## src/rtl/matrix_bram_2p.sv

```systemverilog
// Simple-dual-port (row, col) matrix store with transposed reads, range
// rejection and a sequential zero-fill engine that owns the write port.
module matrix_bram_2p #(
  parameter int unsigned MAX_ROWS   = 8,
  parameter int unsigned MAX_COLS   = 8,
  parameter int unsigned DATA_WIDTH = 32,
  parameter int unsigned ROW_WIDTH  = (MAX_ROWS > 1) ? $clog2(MAX_ROWS) : 1,
  parameter int unsigned COL_WIDTH  = (MAX_COLS > 1) ? $clog2(MAX_COLS) : 1,
  parameter int unsigned DEPTH      = MAX_ROWS * MAX_COLS,
  parameter int unsigned ADDR_WIDTH = (DEPTH > 1) ? $clog2(DEPTH) : 1
) (
  input  logic                  clk,
  input  logic                  rst_n,
  input  logic                  wr_en,
  input  logic [ROW_WIDTH-1:0]  wr_row,
  input  logic [COL_WIDTH-1:0]  wr_col,
  input  logic [DATA_WIDTH-1:0] wr_data,
  input  logic                  rd_en,
  input  logic [ROW_WIDTH-1:0]  rd_row,
  input  logic [COL_WIDTH-1:0]  rd_col,
  input  logic                  rd_transpose,
  output logic [DATA_WIDTH-1:0] rd_data,
  output logic                  rd_valid,
  input  logic                  clr_start,
  output logic                  busy,
  output logic                  clr_done,
  output logic                  wr_err
);

  localparam int unsigned IDX_WIDTH = (ROW_WIDTH > COL_WIDTH) ? ROW_WIDTH : COL_WIDTH;

  typedef enum logic {
    ST_IDLE,
    ST_CLEAR
  } state_e;

  state_e                  state_q, state_d;
  logic [ADDR_WIDTH-1:0]   cnt_q, cnt_d;
  logic                    busy_q, busy_d;
  logic                    clr_done_q, clr_done_d;
  logic                    wr_err_q, wr_err_d;
  logic                    rd_valid_q;
  logic [DATA_WIDTH-1:0]   rd_data_q;

  logic [DATA_WIDTH-1:0]   mem_q [DEPTH];

  logic                    wr_ok_c;
  logic [ADDR_WIDTH-1:0]   wr_addr_c;
  logic [IDX_WIDTH-1:0]    rd_row_eff_c;
  logic [IDX_WIDTH-1:0]    rd_col_eff_c;
  logic                    rd_ok_c;
  logic [ADDR_WIDTH-1:0]   rd_addr_c;
  logic                    mem_we_c;
  logic [ADDR_WIDTH-1:0]   mem_waddr_c;
  logic [DATA_WIDTH-1:0]   mem_wdata_c;

  // Write-side decode; the address is only used when the indices are in range.
  assign wr_ok_c   = (32'(wr_row) < MAX_ROWS) && (32'(wr_col) < MAX_COLS);
  assign wr_addr_c = ADDR_WIDTH'(32'(wr_row) * MAX_COLS + 32'(wr_col));

  // Transpose swaps the roles of the indices before the range check and mapping.
  assign rd_row_eff_c = rd_transpose ? IDX_WIDTH'(rd_col) : IDX_WIDTH'(rd_row);
  assign rd_col_eff_c = rd_transpose ? IDX_WIDTH'(rd_row) : IDX_WIDTH'(rd_col);
  assign rd_ok_c      = (32'(rd_row_eff_c) < MAX_ROWS) && (32'(rd_col_eff_c) < MAX_COLS);
  assign rd_addr_c    = ADDR_WIDTH'(32'(rd_row_eff_c) * MAX_COLS + 32'(rd_col_eff_c));

  always_ff @(posedge clk or negedge rst_n) begin
    if (!rst_n) begin
      state_q    <= ST_IDLE;
      cnt_q      <= '0;
      busy_q     <= 1'b0;
      clr_done_q <= 1'b0;
      wr_err_q   <= 1'b0;
    end else begin
      state_q    <= state_d;
      cnt_q      <= cnt_d;
      busy_q     <= busy_d;
      clr_done_q <= clr_done_d;
      wr_err_q   <= wr_err_d;
    end
  end

  // Next state and write-port arbitration: the clear owns the port while active.
  always_comb begin
    state_d     = state_q;
    cnt_d       = cnt_q;
    clr_done_d  = 1'b0;
    wr_err_d    = 1'b0;
    mem_we_c    = 1'b0;
    mem_waddr_c = wr_addr_c;
    mem_wdata_c = wr_data;

    case (state_q)
      ST_IDLE: begin
        if (wr_en) begin
          if (wr_ok_c) begin
            mem_we_c = 1'b1;
          end else begin
            wr_err_d = 1'b1;
          end
        end
        if (clr_start) begin
          state_d = ST_CLEAR;
          cnt_d   = '0;
        end
      end
      ST_CLEAR: begin
        mem_we_c    = 1'b1;
        mem_waddr_c = cnt_q;
        mem_wdata_c = '0;
        wr_err_d    = wr_en;
        if (cnt_q == ADDR_WIDTH'(DEPTH - 1)) begin
          state_d    = ST_IDLE;
          cnt_d      = '0;
          clr_done_d = 1'b1;
        end else begin
          cnt_d = cnt_q + ADDR_WIDTH'(1);
        end
      end
      default: begin
        state_d = ST_IDLE;
        cnt_d   = '0;
      end
    endcase

    busy_d = (state_d == ST_CLEAR);
  end

  // Storage array has no reset so it can map onto block RAM.
  always_ff @(posedge clk) begin
    if (mem_we_c) begin
      mem_q[mem_waddr_c] <= mem_wdata_c;
    end
  end

  // Registered read port; sampling before the write lands gives read-first.
  always_ff @(posedge clk or negedge rst_n) begin
    if (!rst_n) begin
      rd_data_q  <= '0;
      rd_valid_q <= 1'b0;
    end else begin
      rd_valid_q <= rd_en;
      if (rd_en) begin
        rd_data_q <= rd_ok_c ? mem_q[rd_addr_c] : '0;
      end
    end
  end

  assign rd_data  = rd_data_q;
  assign rd_valid = rd_valid_q;
  assign busy     = busy_q;
  assign clr_done = clr_done_q;
  assign wr_err   = wr_err_q;

endmodule
```

## config.mk

```make
export PLATFORM = sky130hd
export DESIGN_NAME = matrix_bram_2p
export DESIGN_NICKNAME = d
export VERILOG_FILES = /design/src/rtl/matrix_bram_2p.sv
export SDC_FILE = /design/constraint.sdc
export NUM_CORES = 2
export LEC_CHECK = 0
export BUFFER_PORTS_ARGS = -buffer_cell sky130_fd_sc_hd__buf_2
export CAP_MARGIN = 25
export CORE_MARGIN = 5
export CORE_UTILIZATION = 30
export CTS_BUF_LIST = sky130_fd_sc_hd__clkbuf_8 sky130_fd_sc_hd__clkbuf_16
export DETAILED_ROUTE_END_ITERATION = 6
export PLACE_DENSITY = 0.47
export SLEW_MARGIN = 10
export SYNTH_ARGS = -nofsm -noshare
export SYNTH_HDL_FRONTEND = slang
export SYNTH_SLANG_ARGS = --single-unit
```

## constraint.sdc

```tcl
create_clock -name clk -period 4.5 [get_ports clk]
set_input_delay 0 -clock clk [delete_from_list [all_inputs] [get_ports clk]]
set_output_delay 0 -clock clk [all_outputs]
set_load 0.05 [all_outputs]
```

After elaboration in Yosys (flattened, before gate mapping)
Memory sizes are Yosys's and may differ from the RTL's. A register that Yosys moved wholly into a read port is not among the register bits.
Index checks and enable logic that the tools add are counted.
{"block": "totals", "regBits": 10, "ram_bits": 2048, "in_bits": 50, "out_inout_bits": 36, "elab_cells": 30, "mem_count": 1}
{"block": "op_classes", "n_addsub": 3, "n_eq_ne": 2, "mux": 17, "bitwise_logic": 1, "reduce_logical": 1}
{"memory": "mem_q", "depth": 64, "word_bits": 32, "rd": 1, "rd_ports_with_merged_regs": 1, "write_ports": 1, "line": "45", "rtl": "logic [DATA_WIDTH-1:0] mem_q [DEPTH];"}
{"operator": "two-way mux 32 bit", "count": 1}
{"operator": "two-way mux 6 bit", "count": 3}
{"operator": "adder 6 x 3 -> 6 bit", "count": 2}
{"operator": "case mux 6 bit (2 select lines)", "count": 1}
{"operator": "two-way mux 1 bit", "count": 7}
{"operator": "adder 6 x 1 -> 6 bit, second input constant", "count": 1}
{"operator": "== test 6 bit, second input constant", "count": 1}
{"operator": "two-way mux 3 bit", "count": 2}
{"operator": "case mux 1 bit (2 select lines)", "count": 3}
{"operator": "inequality test 2 bit, second input constant", "count": 1}
{"operator": "zero test 1 bit", "count": 1}
{"operator": "NOT 1 bit", "count": 1}

Depth between registers and ports, before layout
{"block": "depth", "word_depth": 4, "depth_mapped": 14}

Worst setup path after synthesis
Ideal clock, no wire load.
{"block": "synth_path", "path_type": "register -> register", "start": "register busy (netlist name)", "end": "memory mem_q[14][0], enable pin", "t_arrival_ps": 3111, "path_slack_ps": 968, "stages_incl_launch_ff": 7, "n_path_buf": 2, "cell_sequence": "dfrtp_1 clkbuf_1 clkbuf_1 nand2_1 o21ai_0 nand2_1 nor2_1"}
{"element": "end, declared", "line": "45"}

==> reports/metrics.sh <==
MAX_SLEW.WORST_PIN.SLEW_NS=1.11
FINALHOLDVIOLATIONS=0
CAP_VIOLATIONS=0
SYNTH_ENABLE_FLOP_CELLS=2048
COMBINED_FLIP_FLOP_AND_LATCH_CELL_AREA_SQ_MM=0.0626
CLK_PATH_BUF_DEPTH=3
TIMING.CRITICAL_PATH.SLOWEST_STAGE_CELL='sky130_fd_sc_hd__nor2_4'
FIRST_ITER_VIOLATIONS=11000
FINALSETUPVIOLCOUNT=0
MAX-SLEW-MARGIN-REL=0.255
REGTOREGSETUPSLACK_NS=0.68
DIE_Y_MICRONS=566
PORT-BUFFER-COUNT=85
GP_CONGESTION=0.868
MULTI_INPUT_COMB_AREA_SQ_MM=0.0279
CTS_BUFFERS=227
ROUTED_WIRELENGTH_MICRONS=413000
FINAL.PERIOD_UTILIZATION=0.849
SYNTH-ASYNC-RESET-RATIO=0.0201
SYNTH_SEQUENTIAL_AREA_RATIO=0.673
POWER_DENSITY_mW_PER_MM2=457
CRITPATHARRIVALTIME_NS=4.35
SLOWEST_DELAY_NS=0.96
SYNTHDISTINCTLIBCELLS=86
STD_CELL_ROWS=204
CELLLEAKAGEPOWER_nW=34.8
RSZ_0062_RAISED_AFTER_GLOBAL_ROUTING='no'
TRACK_USAGE=0.247
CLK_PIN_SLEW_NS=0.06
PLACED_CELL_AREA_SQ_MM=0.101
TIMING.SETUP.CRITICAL_PATH_CLASS='register to register'
TRITONCTS_NUM_SINKS=2090
VIAS=73600
AVGSYNTHCELLAREA_SQ_UM=12.3
INITIAL_CORE_UTIL=0.301
NUMBER_OF_NETS_IN_THE_SYNTHESIZED_NETLIST=7589
FINAL_SLEW_VIOLATIONS=0
CRITICAL_PATH_CELL_BY_CELL='inv_1 -> o21ai_0 -> nand2_1 -> nor2_4 -> buf_4'
GRT_MAX_DEGREE=171
CTS_MAX_LEVEL=4
SYNTH.YOSYS.WARNINGS=0
LAYOUT-AREA-OVERHEAD-VS-SYNTH_PCT=17.0
MOST_FREQUENT_STANDARD_CELL_IN_THE_LAYOUT_EXCLUDING_FILL_AND_TAP_CELLS='sky130_fd_sc_hd__edfxtp_1'
SYNTH.FF_LATCH_COUNT=2090
DP_HPWL_MICRONS=244000
NUM-NETS-FINAL=7692
CTS_TREE='built'
NETLIST_INSTANCES=7538
MOST-COMMON-LAYOUT-CELLS='sky130_fd_sc_hd__edfxtp_1, sky130_fd_sc_hd__a21oi_1, sky130_fd_sc_hd__a211oi_1, sky130_fd_sc_hd__o21ai_0, sky130_fd_sc_hd__nand2_1'
HIGHEST_FANOUT_SEEN_ON_THE_CRITICAL_PATH=27
VIOLATIONS='design-rule violations'
FINAL_LAYOUT_SIZE_SUFFIX_GT1_FRAC=0.130
DESIGN.PORTCOUNT=86
OUTCOME='finished with violations'
GRT_ANTENNA_BEFORE_REPAIR=30
WORSTHOLDPATHTYPE='input pin to register'
DR_DRC_COUNT=1
SKEW_NS=0.0490
WL_PER_CELL_MICRONS=34.5
SYNTH_FLOP_CELL='sky130_fd_sc_hd__edfxtp_1'
PLACEABLECOREAREA_SQ_MM=0.309
DIEAREA_SQ_MM=0.321
POST_ROUTE_CELL_AREA_SQ_MM=0.109
DR_VIAS_CELL=6.15
POST-LAYOUT-TOTAL-POWER_mW=49.6
CLKLATENCYLATEPIN_NS=0.89
DIE_W_MICRONS=566
SYNTHESIS.AREA_SQ_MM=0.0929
ACHIEVABLE-FREQUENCY_MHz=262
TIMING.FINAL.CRIT_PERIOD_NS=3.82
FINAL.FILL_COUNT=29800
DRTANTENNAVIOLNETS=0
WORSTSETUPENDPOINTTYPE='register'
GRT_PASS1_VIAS=68400
CRITICAL_PATH_REQUIRED_NS=5.03
DRT_PASS1_ITERATIONS=7
ROOT_BUFFER_MASTER='sky130_fd_sc_hd__clkbuf_16'
CRITICAL_PATH_SOURCE_TYPE='register'
GRT_OVERFLOW_TOTAL=0
GLOBAL_ROUTE_WIRE_LENGTH_BEFORE_REPAIR_MICRONS=570000
MAX-VDD-IR-DROP_uV=432
==> per-stage QoR <==
stage          TNS [ns]  hold slack [ns]  std cells  worst slack, ns   util
2_1_floorplan         0           -0.296       7538            0.968      -
3_3_place_gp     -0.198            0.123      11500           -0.198  0.326
3_5_place_dp          0            0.122      11500            0.345  0.327
4_1_cts               0           0.0241      12000            0.805  0.352
5_1_grt               0           0.0536      12000            0.566  0.352
6_report              0           0.0796      12000            0.679  0.352
==> synthesized netlist by cell type (7+ instances only) <==
cell,count,area [sq um]
sky130_fd_sc_hd__a211o_1,17,149
sky130_fd_sc_hd__o221ai_1,33,289
sky130_fd_sc_hd__inv_1,77,289
sky130_fd_sc_hd__o32a_1,8,80.1
sky130_fd_sc_hd__nor2b_1,39,244
sky130_fd_sc_hd__o22ai_1,112,701
sky130_fd_sc_hd__clkbuf_1,305,1140
sky130_fd_sc_hd__nand3_1,98,490
sky130_fd_sc_hd__a21oi_1,1352,6770
sky130_fd_sc_hd__a32oi_1,8,70.1
sky130_fd_sc_hd__o31ai_1,34,255
sky130_fd_sc_hd__o2111ai_1,26,228
sky130_fd_sc_hd__a222oi_1,10,100
sky130_fd_sc_hd__a22o_1,8,70.1
sky130_fd_sc_hd__nand2_1,537,2020
sky130_fd_sc_hd__nor2_1,247,927
sky130_fd_sc_hd__edfxtp_1,2048,61500
sky130_fd_sc_hd__a21o_1,111,833
sky130_fd_sc_hd__o311ai_0,13,114
sky130_fd_sc_hd__a31oi_1,115,719
sky130_fd_sc_hd__nand2b_1,35,219
sky130_fd_sc_hd__nor3_1,117,586
sky130_fd_sc_hd__nand4_1,49,307
sky130_fd_sc_hd__o21ai_0,538,2690
sky130_fd_sc_hd__dfrtp_1,42,1050
sky130_fd_sc_hd__o32ai_1,24,210
sky130_fd_sc_hd__a221oi_1,100,876
sky130_fd_sc_hd__a211oi_1,701,5260
sky130_fd_sc_hd__buf_2,274,1370
sky130_fd_sc_hd__buf_4,14,105
sky130_fd_sc_hd__a22oi_1,37,278
sky130_fd_sc_hd__o211ai_1,105,788
sky130_fd_sc_hd__nand3b_1,7,52.6
sky130_fd_sc_hd__buf_1,110,413
sky130_fd_sc_hd__a221o_1,10,100
sky130_fd_sc_hd__a2bb2oi_1,8,70.1
sky130_fd_sc_hd__a311oi_1,31,272
sky130_fd_sc_hd__a2111oi_0,27,236
sky130_fd_sc_hd__a21boi_0,9,67.6
==> worst max-delay path, delay by kind of cell, from the launching register on <==
kind,cells,cell delay [ns]
AND/OR/NAND/NOR,2,1.66
flip-flops,1,0.64
buffers and inverters,2,0.63
AO/OA/AOI/OAI,1,0.56
==> path summary, 6_finish.rpt <==
kind / endpoint / startpoint / depth (start not counted)
max: mem_q[42][3] / busy / 5
min: mem_q[44][26] / wr_data[26] / 3
max in group asynchronous: rd_data[1] / rst_n / 4
max reg2reg: mem_q[42][3] / busy / 5
min reg2reg: cnt_q[5] / cnt_q[5] / 1
min in group asynchronous: wr_err / rst_n / 4
==> final cells by class <==
cell class	instances	area share
inverters	80	0.00311
clock buffers	251	0.0559
multi-input cells	4662	0.256
repair buffers	580	0.0503
well taps	4120	0.0474
clock inverters	175	0.0112
diodes	11	0.000253
flip-flops and latches	2090	0.575
==> metal layers <==
layer / part of all wire / global-route usage
met5: 0.00015 / 0
met2: 0.45 / 0.383
met4: 0.037 / 0.0797
met3: 0.10 / 0.0518
met1: 0.41 / 0.345
==> power by group <==
part           internal, mW  switching [mW]  leakage (nW)  total [mW]
clock                  10.4            8.11          3.80        18.5
combinational          1.83            6.01          11.5        7.84
sequential             22.7           0.569          19.5        23.3
==> sequential cells by signal, indices dropped and copies added (netlist names) <==
name and cells:
mem_q 2048, wr_err 1, cnt_q 6, busy 1
rd_data 32, clr_done 1, rd_valid 1
==> logic make-up (layout without fill, tap and decap cells) <==
kind of cell,Yosys count,in the layout,share of synthesized area
DFF,2090,2090,0.673
muxes,11,11,0.00170
xor gates and xnor gates,1,1,0.0000943
other,0,11,0
adders and majority gates,1,1,0.000135
buffers and inverters,786,1086,0.0362
and+or+nand+nor,1159,1159,0.0544
AOI/OAI and AO/OA,3490,3490,0.234
==> what timing repair did <==
| action | 4_1_cts | 5_1_grt |
|---|---|---|
| setup endpoints to repair | 0 | 0 |
| setup buffers | 0 | 0 |
| hold buffers | 42 | 0 |
| endpoints found under the hold margin | 1488 | 0 |
| gates resized for setup | 0 | 0 |
Note: power is estimated with default switching activity, not from simulation.
